### src/rtl/debounce_pkg.sv
// Shared constants and types for the multi-channel debouncer.
// Defaults assume a 1 MHz filtering rate, so 20000 ticks give a 20 ms settle window.
package debounce_pkg;

    localparam int   BOARD_CLK_HZ          = 1_000_000;
    localparam int   DEBOUNCE_MS           = 20;
    localparam int   DEFAULT_STABLE_CYCLES = (BOARD_CLK_HZ / 1000) * DEBOUNCE_MS;
    localparam int   DEFAULT_SYNC_STAGES   = 2;

    // Pads idle low by default; active-low keys idle high and want INIT_LEVEL = 1.
    localparam logic DEFAULT_INIT_LEVEL    = 1'b0;
    localparam logic ACTIVE_LOW_INIT_LEVEL = 1'b1;

    typedef struct packed {
        logic level;
        logic rise;
        logic fall;
    } chan_out_t;

    function automatic int cnt_width(input int stable_cycles);
        return (stable_cycles < 1) ? 1 : $clog2(stable_cycles + 1);
    endfunction

endpackage

### src/rtl/debounce_chan.sv
// One debouncer bit: synchroniser chain, mismatch counter, and registered
// level plus single-cycle rise/fall pulses.
module debounce_chan
    import debounce_pkg::*;
#(
    parameter int   SYNC_STAGES   = DEFAULT_SYNC_STAGES,
    parameter int   STABLE_CYCLES = DEFAULT_STABLE_CYCLES,
    parameter logic INIT_LEVEL    = DEFAULT_INIT_LEVEL
) (
    input  logic clk_i,
    input  logic rst_ni,
    input  logic tick_i,
    input  logic in_i,
    output logic level_o,
    output logic rise_o,
    output logic fall_o
);

    localparam int             CNT_W    = cnt_width(STABLE_CYCLES);
    localparam logic [CNT_W-1:0] CNT_LAST = CNT_W'(STABLE_CYCLES - 1);

    logic [SYNC_STAGES-1:0] sync_q;
    logic [CNT_W-1:0]       cnt_q;
    logic [CNT_W-1:0]       cnt_d;
    chan_out_t              out_q;
    chan_out_t              out_d;
    logic                   sample;

    assign sample = sync_q[SYNC_STAGES-1];

    // The synchroniser runs every clock; only the qualification counter honours tick.
    always_ff @(posedge clk_i or negedge rst_ni) begin
        if (!rst_ni) begin
            sync_q <= {SYNC_STAGES{INIT_LEVEL}};
        end else begin
            sync_q <= {sync_q[SYNC_STAGES-2:0], in_i};
        end
    end

    always_ff @(posedge clk_i or negedge rst_ni) begin
        if (!rst_ni) begin
            cnt_q <= '0;
            out_q <= '{level: INIT_LEVEL, rise: 1'b0, fall: 1'b0};
        end else begin
            cnt_q <= cnt_d;
            out_q <= out_d;
        end
    end

    // A match clears progress immediately, even between ticks, so any bounce restarts the count.
    always_comb begin
        cnt_d      = cnt_q;
        out_d      = out_q;
        out_d.rise = 1'b0;
        out_d.fall = 1'b0;
        if (sample == out_q.level) begin
            cnt_d = '0;
        end else if (tick_i) begin
            if (cnt_q == CNT_LAST) begin
                cnt_d       = '0;
                out_d.level = sample;
                out_d.rise  = sample;
                out_d.fall  = ~sample;
            end else begin
                cnt_d = cnt_q + CNT_W'(1);
            end
        end
    end

    assign level_o = out_q.level;
    assign rise_o  = out_q.rise;
    assign fall_o  = out_q.fall;

endmodule

### src/rtl/debounce_multi.sv
// N independent debounce channels between raw pads and the key-event consumers.
module debounce_multi
    import debounce_pkg::*;
#(
    parameter int   CHANNELS      = 4,
    parameter int   SYNC_STAGES   = DEFAULT_SYNC_STAGES,
    parameter int   STABLE_CYCLES = DEFAULT_STABLE_CYCLES,
    parameter logic INIT_LEVEL    = DEFAULT_INIT_LEVEL
) (
    input  logic                clk_i,
    input  logic                rst_ni,
    input  logic                tick_i,
    input  logic [CHANNELS-1:0] in_signal_i,
    output logic [CHANNELS-1:0] out_level_o,
    output logic [CHANNELS-1:0] out_rise_o,
    output logic [CHANNELS-1:0] out_fall_o
);

    for (genvar i = 0; i < CHANNELS; i++) begin : g_chan
        debounce_chan #(
            .SYNC_STAGES  (SYNC_STAGES),
            .STABLE_CYCLES(STABLE_CYCLES),
            .INIT_LEVEL   (INIT_LEVEL)
        ) u_chan (
            .clk_i  (clk_i),
            .rst_ni (rst_ni),
            .tick_i (tick_i),
            .in_i   (in_signal_i[i]),
            .level_o(out_level_o[i]),
            .rise_o (out_rise_o[i]),
            .fall_o (out_fall_o[i])
        );
    end

endmodule

### config.mk
export PLATFORM = sky130hd
export DESIGN_NAME = debounce_multi
export DESIGN_NICKNAME = d
export VERILOG_FILES = /design/src/rtl/debounce_pkg.sv /design/src/rtl/debounce_chan.sv /design/src/rtl/debounce_multi.sv
export SDC_FILE = /design/constraint.sdc
export NUM_CORES = 1
export LEC_CHECK = 0
export BUFFER_PORTS_ARGS = -buffer_cell sky130_fd_sc_hd__buf_2
export CELL_PAD_IN_SITES_DETAIL_PLACEMENT = 0
export CELL_PAD_IN_SITES_GLOBAL_PLACEMENT = 2
export CORE_UTILIZATION = 36
export CTS_BUF_LIST = sky130_fd_sc_hd__clkbuf_16
export DETAILED_ROUTE_END_ITERATION = 12
export GPL_TIMING_DRIVEN = 0
export HOLD_SLACK_MARGIN = 0.1
export PLACE_DENSITY = 0.74
export SYNTH_ARGS = -nofsm -noshare
export SYNTH_HDL_FRONTEND = slang
export SYNTH_SLANG_ARGS = --single-unit
### constraint.sdc
create_clock -name clk_i -period 2.1 [get_ports clk_i]
set_input_delay 0.21 -clock clk_i [delete_from_list [all_inputs] [get_ports clk_i]]
set_output_delay 0.21 -clock clk_i [all_outputs]
set_load 0.02 [all_outputs]
======== Yosys cells after proc, flatten, opt, wreduce, memory -nomap -nowiden ========
Index checks and enable logic that the tools add are counted.
word-level totals
  word-level logic and storage cells ...... 72
  flip-flop bits (word level) ............. 80
  output and inout port bits .............. 12
cells by class
  bitwise logic cells ..................... 8
  reductions and logical operators ........ 8
  equality and inequality tests ........... 8
  muxes and demuxes ....................... 24
  add/sub/neg operators ................... 4
operators by type and width
  cell                     count
  $mux W15                 12
  $add A15 B1 Y15 const B  4
  $eq A15 B15 Y1 const B   4
  $mux W2                  12
  $reduce_and A3 Y1        4
  $not A1 Y1               8
  $reduce_bool A2 Y1       4
  $eq A1 B1 Y1             4

======== Logic depth before layout (Yosys ltp) ========
Gate-level depths: netlist (run 1).
  word-level depth ........................ 4
  depth in mapped cells ................... 7

======== Hierarchy ========
From an unflattened synthesis (run 1), not the netlist that was laid out.
unflattened totals
  cells, all modules ...................... 440
  area total of the unflattened synthesis .. 4334.2 um^2
by module, submodules not included
  module         sequential area each (um^2)  times used  area each (um^2)  cells each
  debounce_chan  500.5                        4           1083.5            110

======== Least setup slack after synthesis (run 1) ========
Ideal clock, no wire load.
  kind .................................... reg2reg
  start ................................... reg g_chan[1].u_chan.cnt_q[5]
  end ..................................... reg g_chan[1].u_chan.cnt_q[14]
  path slack .............................. 125 ps
  data arrival time ....................... 1854 ps
  cell stages (with the launch flop) ...... 5
  data required time ...................... 1979 ps
  clock period less this slack ............ 1975 ps
  library setup time ...................... 121 ps
  cell sequence ........................... dfrtp_1 > or4_4 > o41ai_4 > and4bb_1 > o22a_1
between the ends
  longest elaborated chain between the ends .. 4
  elaborated cells on any way between the ends .. 5
  those cells by class .................... 1 x add/sub; 1 x eq/ne; 3 x mux
RTL lines
  element                                            RTL line                                  source
  start, declared                                    debounce_chan.sv:23                       logic [CNT_W-1:0] cnt_q;
  start signal, assigned                             debounce_chan.sv:45                       cnt_q <= cnt_d;
  $add A15 B1 Y15 or $eq A15 B15 Y1 (tied branches)  debounce_chan.sv:65, debounce_chan.sv:59
  $mux W15 (*)                                       debounce_chan.sv:59                       if (cnt_q == CNT_LAST) begin
  $mux W15 (*)                                       debounce_chan.sv:58                       end else if (tick_i) begin
  $mux W15 (*)                                       debounce_chan.sv:56                       if (sample == out_q.level) begin
Mark *: on every way between the ends. The rest lies on a longest branch, timed or not. The select of a mux whose other input is x is not followed.
A chain may end at the register's enable or synchronous reset.

======== Worst setup path in the final report (run 1) ========
  start ................................... reg g_chan[0].u_chan.cnt_q[0]
  end ..................................... reg g_chan[0].u_chan.cnt_q[10]
between the ends
  longest elaborated chain between the ends .. 4
  elaborated cells on any way between the ends .. 5
  those cells by class .................... 1 x add/sub; 1 x eq/ne; 3 x mux
RTL lines
  element                                            RTL line
  start, declared                                    debounce_chan.sv:23
  start signal, assigned                             debounce_chan.sv:45
  $add A15 B1 Y15 or $eq A15 B15 Y1 (tied branches)  debounce_chan.sv:65, debounce_chan.sv:59
  $mux W15 (*)                                       debounce_chan.sv:59
  $mux W15 (*)                                       debounce_chan.sv:58
  $mux W15 (*)                                       debounce_chan.sv:56
Marked as above.

==> flow_metrics.py, run 1 <==
metrics = {
    "sta": {
        "maxSlewHeadroom": 0.489,
        "finalCritPeriodShare": 0.942,
        "setup_violations": 0,
        "fmax_mhz": 506,
        "timing.final.hold_violations": 0,
        "hold_ws_ns": 0.310,
        "grt_setup_unrepaired": "false",
        "slew_viol_final": 0,
        "worst_slew_pin_slew_ns": 0.761,
        "min_period_ns": 1.98,
        "fin_skew_ns": 0.00867,
    },
    "placement": {
        "place_area_um2": 4610,
        "placed_cells": 601,
        "post-dp-hpwl_um": 7010,
        "port-buffer-count": 18,
        "gp_congestion": 0.755,
    },
    "floorplanning": {
        "initial_core_util": 0.373,
        "die_area_um2": 12400,
        "pin_count": 19,
        "core_area_um2": 11600,
        "rows": 39,
        "die_w_um": 111,
        "die_y_um": 111,
    },
    "detailed_routing": {
        "antenna_left": 0,
        "num_vias": 3621,
        "wl_um": 10500,
        "drt-vias-per-instance": 5.80,
        "dr.first_iter.drc_count": 199,
        "wl_per_cell_um": 16.9,
        "drt-pass1-iter-count": 4,
        "drc": 0,
    },
    "synth": {
        "avgSynthCellArea_um2": 9.83,
        "postSynth.asyncResetShare": 1.00,
        "yosysSeqAreaShare": 0.464,
        "yosysMostFrequentCell": "dfrtp_1",
        "synth_edf_count": 0,
        "synth_area_leaders": "dfrtp_1 (46%), a31oi_1 (3.6%), nand2_1 (3.5%)",
        "synth_cell_type_count": 59,
        "ys.flop_type": "dfrtp_1",
        "synth_common_cells": "dfrtp_1 (80), nand2_1 (40), a31oi_1 (25), nor2_1 (25), nor3_1 (20)",
        "yosysWarnings": 0,
        "yosys.area.top_type": "dfrtp_1",
        "ys_seq_elements": 80,
        "synth_nets": 450,
        "netlist.area_leader.share": 0.464,
        "netlist_area_um2": 4320,
        "synthCells": 439,
    },
    "cts": {
        "htree_num_levels": 3,
        "cts.clk_slew.worst_paths_ns": 0.06,
        "numCtsBuffers": 9,
        "root_buffer": "clkbuf_16",
        "clk_latency_ns": 0.34,
        "cts.sink_count": 80,
        "clockBufferDepth": 2,
        "cts_tree": "done",
    },
    "global_routing": {
        "antenna_found_initial": 0,
        "grt-ovfl-total": 0,
        "grt_pass1_wl_um": 17800,
        "grt.total_usage": 0.181,
        "grt_max_degree": 59,
        "grt_pass1_vias": 3417,
    },
    "job": {
        "maxCapViolations": 0,
    },
    "setup_path": {
        "arrival_ns": 2.24,
        "worstReg2RegStart": "g_chan[0].u_chan.cnt_q[0]",
        "crit_path_cell_trace": "ha_1 > and4_2 > nand4b_1 > buf_4 > or3b_2 > a31oi_1",
        "critPathMaxStageDelay_ns": 0.44,
        "crit_type": "reg -> reg",
        "crit_fanout": 5,
        "cp-start-kind": "flip-flop",
        "regToRegSetupSlack_ns": 0.12,
        "slowest_stage": "or3b_2",
        "required_ns": 2.36,
        "ff2ff_path_depth": 6,
        "startpoint": "g_chan[0].u_chan.cnt_q[0]",
        "cp-end-kind": "flip-flop",
        "r2r_end": "g_chan[0].u_chan.cnt_q[10]",
    },
    "layout": {
        "drive_gt1_frac": 0.168,
        "syn_to_final_growth_pct": 16.5,
        "fin_nets": 487,
        "antenna_cells": 0,
        "layoutNonFillerInstCount": 624,
        "design_area_um2": 5030,
    },
    "power": {
        "power.leakage_uw": 0.00211,
        "total_power_uw": 3370,
        "peakVddDrop_v": 0.000601,
        "p_per_area_nw_per_um2": 670,
    },
    "status": {
        "run_status": "completed",
    },
    "min_path": {
        "hold_path.class": "in -> async",
    },
}
-- worst max-delay path, delay by kind of cell, from the launching register on --
kind | cells | cell delay [ns]
simple gates | 3 | 0.89
flops | 1 | 0.43
fa+ha+maj | 1 | 0.26
compound gates | 1 | 0.18
buf+inv | 1 | 0.15
-- layout by cell type (no fill, tap or decap), drive strengths merged, types with 4 or more instances in the layout --
cell type	netlist	layout
o21a	7	7
mux2	4	4
inv	11	11
o211ai	5	5
dlygate4sd3	0	5
clkbuf	14	22
nor2	26	26
or4	7	7
nor3	20	20
nand2b	5	5
nand2	40	40
o21ai	6	6
clkinv	0	4
and2	4	4
and3	5	5
a22o	8	8
xnor2	4	4
ha	4	4
o311ai	8	8
dfrtp	80	80
and4	4	4
a211oi	4	4
xor2	10	10
or3	5	5
nand3	15	15
o31ai	6	6
a21o	4	4
or3b	8	8
nor3b	9	9
nor4	16	16
buf	16	38
nand4	19	19
a31oi	25	25
-- how the worst max path moves through the flow --
stage               depth (start not counted)  slack (ns)                          to
detailed placement                          7       -0.31   g_chan[0].u_chan.cnt_q[9]
floorplan                                   4        0.12  g_chan[1].u_chan.cnt_q[14]
global route                                5       0.003  g_chan[2].u_chan.cnt_q[11]
finish                                      6        0.12  g_chan[0].u_chan.cnt_q[10]
CTS                                         7        0.02   g_chan[0].u_chan.cnt_q[9]
global placement                            7       -0.29   g_chan[0].u_chan.cnt_q[9]
-- metal layers --
layer  vias up  global-route usage  share of wire
met2        62               0.291           0.46
met4         0              0.0405         0.0098
met3         7              0.0501          0.033
met1      1791               0.244           0.49
li1       1761                   -              -
met5         -                   0              0
-- sequential cells by signal (all words and copies together), names as in the netlist --
name	cells
g_chan.u_chan.fall_o	4
g_chan.u_chan.rise_o	4
g_chan.u_chan.sync_q	8
g_chan.u_chan.level_o	4
g_chan.u_chan.cnt_q	60
-- cell families after synthesis --
family                   share of synthesized area
adder cells (fa/ha/maj)                     0.0116
AO/OA/AOI/OAI                                0.182
XOR/XNOR                                    0.0284
flip-flops                                   0.464
multiplexers                                0.0151
AND/OR/NAND/NOR                              0.250
buffers and inverters                       0.0493
-- metrics by stage --
step	utilization	worst slack, ns	TNS, ns
3_5_place_dp	0.399	-0.308	-3.19
5_1_grt	0.435	0.00311	0
6_report	0.435	0.123	0
2_1_floorplan	-	0.125	0
3_3_place_gp	0.396	-0.292	-2.99
4_1_cts	0.431	0.0207	0
-- cell type report --
class	count	area [um2]
Buffer	29	184
Clock buffer	9	225
Clock inverter	7	62.6
Fill cell	1134	6540
Inverter	11	41.3
Multi-Input combinational cell	318	2140
Sequential cell	80	2000
Tap cell	143	179
Timing Repair Buffer	27	196
-- power by group --
group	total [uW]	switching, uW	internal (uW)
sequential	1600	30.9	1570
clock	1560	655	909
combinational	203	128	74.8
total	3370	814	2550
-- repair_timing --
action                                 CTS  global route
gates resized for setup                  4            17
setup endpoints to repair               31            36
endpoints found under the hold margin   26             0
pin swaps                                2             1
setup buffers                            2             1
hold buffers                             5             0
(Power assumes the default switching activity.)
==> run 2: changes to the inputs <==
Settings changed: ABC_AREA from default to 1, CAP_MARGIN from default to 20, CORE_UTILIZATION 36 to 33.
==> run 2 against run 1 <==
Net effect:
- routed wire length is 8.8% lower
- core utilization decreased by 4.1 points
- highest routed layer unchanged
- register-to-register slack gained 0.28 ns
- total power increased by 0.77%
- via count decreased by 3.2%
- fmax increased by 17%
- clock power increased by 7%
- clock-buffer cell count stayed put
- cell area is 0.75% lower
- critical endpoint is now g_chan[3].u_chan.cnt_q[2]
- hold slack got worse by 0.11 ns
- critical path depth unchanged
==> flow_metrics.py, run 2 <==
metrics = {
    "setup_path": {
        "critPathBufInv": 0,
        "cpLargestDelayFamily": "compound AO/OA/AOI/OAI gates",
        "worstReg2RegStart": "g_chan[3].u_chan.cnt_q[0]",
        "ff2ff_path_depth": 6,
        "arrival_ns": 1.90,
        "cp-end-kind": "flip-flop",
        "r2r_end": "g_chan[3].u_chan.cnt_q[2]",
        "required_ns": 2.31,
        "slowest_stage": "o21ai_0",
        "crit_path_cell_trace": "ha_1 > nand2_1 > nor2_4 > nand2_1 > o21ai_0 > o21ai_0",
        "crit_type": "reg -> reg",
        "crit_fanout": 5,
        "critPathMaxStageDelay_ns": 0.41,
        "cp-start-kind": "flip-flop",
        "regToRegSetupSlack_ns": 0.41,
    },
    "synth": {
        "ys.flop_type": "dfrtp_1",
        "ys_seq_elements": 80,
        "synthCells": 557,
        "yosys.area_share.simple": 0.310,
        "yosysMostFrequentCell": "nand2_1",
        "synth_nets": 568,
        "synth_cell_type_count": 29,
        "synthAdderAreaFrac": 0.0117,
        "synth_common_cells": "nand2_1 (162), dfrtp_1 (80), inv_1 (68), nor2_1 (47), nand3_1 (46)",
        "synth_top_family_by_area": "simple AND/OR/NAND/NOR gates",
        "muxShareOfSynthArea": 0,
        "synth_edf_count": 0,
        "synth_compound_area_frac": 0.0880,
        "synth-xor-area-share": 0.0367,
        "netlist.area_leader.share": 0.466,
        "yosysWarnings": 0,
        "avgSynthCellArea_um2": 7.71,
        "yosysSeqAreaShare": 0.466,
        "postSynth.asyncResetShare": 1.00,
        "netlist_area_um2": 4290,
        "yosys.area.top_type": "dfrtp_1",
        "synth_area_leaders": "dfrtp_1 (47%), nand2_1 (14%), inv_1 (5.9%)",
    },
    "layout": {
        "final_cell_mix": "nand2_1 (162), dfrtp_1 (80), inv_1 (69)",
        "largest_register_ffs": 60,
        "antenna_cells": 0,
        "fin_nets": 603,
        "regMostFlops": "g_chan.u_chan.cnt_q",
        "top_regs": "g_chan.u_chan.cnt_q (60), g_chan.u_chan.sync_q (8)",
        "drive_gt1_frac": 0.121,
        "fill_cells": 1349,
        "syn_to_final_growth_pct": 16.3,
        "final_common_cell": "nand2_1",
    },
    "detailed_routing": {
        "drt-vias-per-instance": 4.56,
        "drc": 0,
        "drt-pass1-iter-count": 4,
        "wl_um": 9620,
        "num_vias": 3504,
        "antenna_left": 0,
        "dr.first_iter.drc_count": 200,
        "wl_per_cell_um": 12.5,
    },
    "power": {
        "peakVddDrop_v": 0.000376,
        "power.leakage_uw": 0.00229,
        "p_per_area_nw_per_um2": 680,
    },
    "sta": {
        "worst_slew_pin_slew_ns": 0.711,
        "maxSlewHeadroom": 0.522,
        "setup_ws_ns": 0.405,
        "timing.final.hold_violations": 0,
        "min_period_ns": 1.69,
        "slew_viol_final": 0,
        "grt_setup_unrepaired": "false",
        "tns_ns": 0,
        "setup_violations": 0,
        "fmax_mhz": 590,
        "fin_skew_ns": 0.00390,
        "finalCritPeriodShare": 0.807,
    },
    "floorplanning": {
        "pin_count": 19,
        "die_y_um": 116,
        "initial_core_util": 0.339,
        "die_w_um": 116,
        "rows": 41,
        "die_area_um2": 13500,
        "core_area_um2": 12700,
    },
    "placement": {
        "gp_congestion": 0.772,
        "post-dp-hpwl_um": 6790,
        "pre_cts_slack_ns": 0.405,
        "port-buffer-count": 18,
    },
    "global_routing": {
        "grt_pass1_vias": 3398,
        "grt_max_degree": 66,
        "grt-ovfl-total": 0,
        "antenna_found_initial": 0,
        "grt_pass1_wl_um": 16500,
        "grt.total_usage": 0.161,
    },
    "min_path": {
        "hold_path_depth": 3,
        "hold_path.class": "in -> reg",
        "min_from": "tick_i",
        "holdPathEnd": "g_chan[0].u_chan.cnt_q[12]",
    },
    "cts": {
        "cts_tree": "done",
        "cts.clk_slew.worst_paths_ns": 0.06,
        "htree_num_levels": 3,
        "numCtsBuffers": 9,
        "cts.sink_count": 80,
        "clockBufferDepth": 2,
        "cts_setup_buffers": 0,
        "root_buffer": "clkbuf_16",
        "clk_latency_ns": 0.34,
    },
    "job": {
        "maxCapViolations": 0,
    },
    "status": {
        "run_status": "completed",
    },
}
[run 2: changes by cell type after synthesis, moves of 14 or more]
| cell | delta |
|---|---|
| a31oi_1 | -25 |
| inv_1 | +57 |
| nand3_1 | +31 |
| nand2_1 | +122 |
| nor2_1 | +22 |
| clkbuf_1 | -14 |
| o21ai_0 | +34 |
| nor4_1 | -15 |
[run 2: what timing repair did]
item,4_1_cts,5_1_grt
endpoints found under the hold margin,28,0
gates resized for setup,0,0
hold buffers,5,0
[run 2: worst max path at each step]
stage | from | to | slack, ns | cells past startpoint
3_5_place_dp | g_chan[3].u_chan.cnt_q[0] | g_chan[3].u_chan.cnt_q[2] | 0.41 | 6
3_3_place_gp | rst_ni | g_chan[3].u_chan.cnt_q[13] | 0.03 | 1
2_1_floorplan | g_chan[3].u_chan.cnt_q[0] | g_chan[3].u_chan.cnt_q[0] | 0.71 | 6
5_1_grt | g_chan[3].u_chan.cnt_q[0] | g_chan[3].u_chan.cnt_q[2] | 0.17 | 6
6_report | g_chan[3].u_chan.cnt_q[0] | g_chan[3].u_chan.cnt_q[2] | 0.41 | 6
4_1_cts | g_chan[3].u_chan.cnt_q[0] | g_chan[3].u_chan.cnt_q[2] | 0.40 | 6
[run 2: cell families after synthesis]
| logic type | count (synthesis) |
|---|---|
| compound gates | 68 |
| xor+xnor | 18 |
| fa+ha+maj | 4 |
| flops | 80 |
| buf+inv | 87 |
| simple gates | 300 |
[run 2: layout make-up]
type                            count  area, um2  area share
Buffer                             15        105      0.0211
Clock buffer                        9        225      0.0451
Clock inverter                      7       87.6      0.0175
Inverter                           72        270      0.0541
Multi-Input combinational cell    390       1920       0.384
Sequential cell                    80       2000       0.401
Tap cell                          172        215      0.0431
Timing Repair Buffer               24        170      0.0341
[run 2: power breakdown]
| part | leakage [uW] | total (uW) | switching, uW | internal (uW) |
|---|---|---|---|---|
| logic | 0.00107 | 146 | 104 | 41.4 |
| registers | 0.00107 | 1580 | 17.1 | 1560 |
| clock network | 0.000150 | 1670 | 637 | 1030 |
[run 2: worst min-delay path, delay by kind of cell]
kind                   cells  cell delay (ns)
AND/OR/NAND/NOR            2             0.14
buffers and inverters      1             0.15
[run 2: stage by stage]
step	util	total power, uW	instances	cell area (um2)	hold WS, ns
after detailed placement	0.365	1750	748	4630	0.108
after global placement	0.363	1740	747	4600	0.319
final	0.394	3390	769	4990	0.203
after floorplan	-	1670	557	4290	-0.0856
after CTS	0.394	3460	769	4990	0.192
after global routing	0.394	3540	769	4990	0.197
[run 2: layer usage]
layer,track usage,part of all wire,wire [um],vias up
li1,-,-,-,1845
met1,0.218,0.51,4870,1605
met2,0.245,0.45,4330,47
met3,0.0513,0.034,325,7
met4,0.0453,0.0095,91,0
met5,0,0,0,-
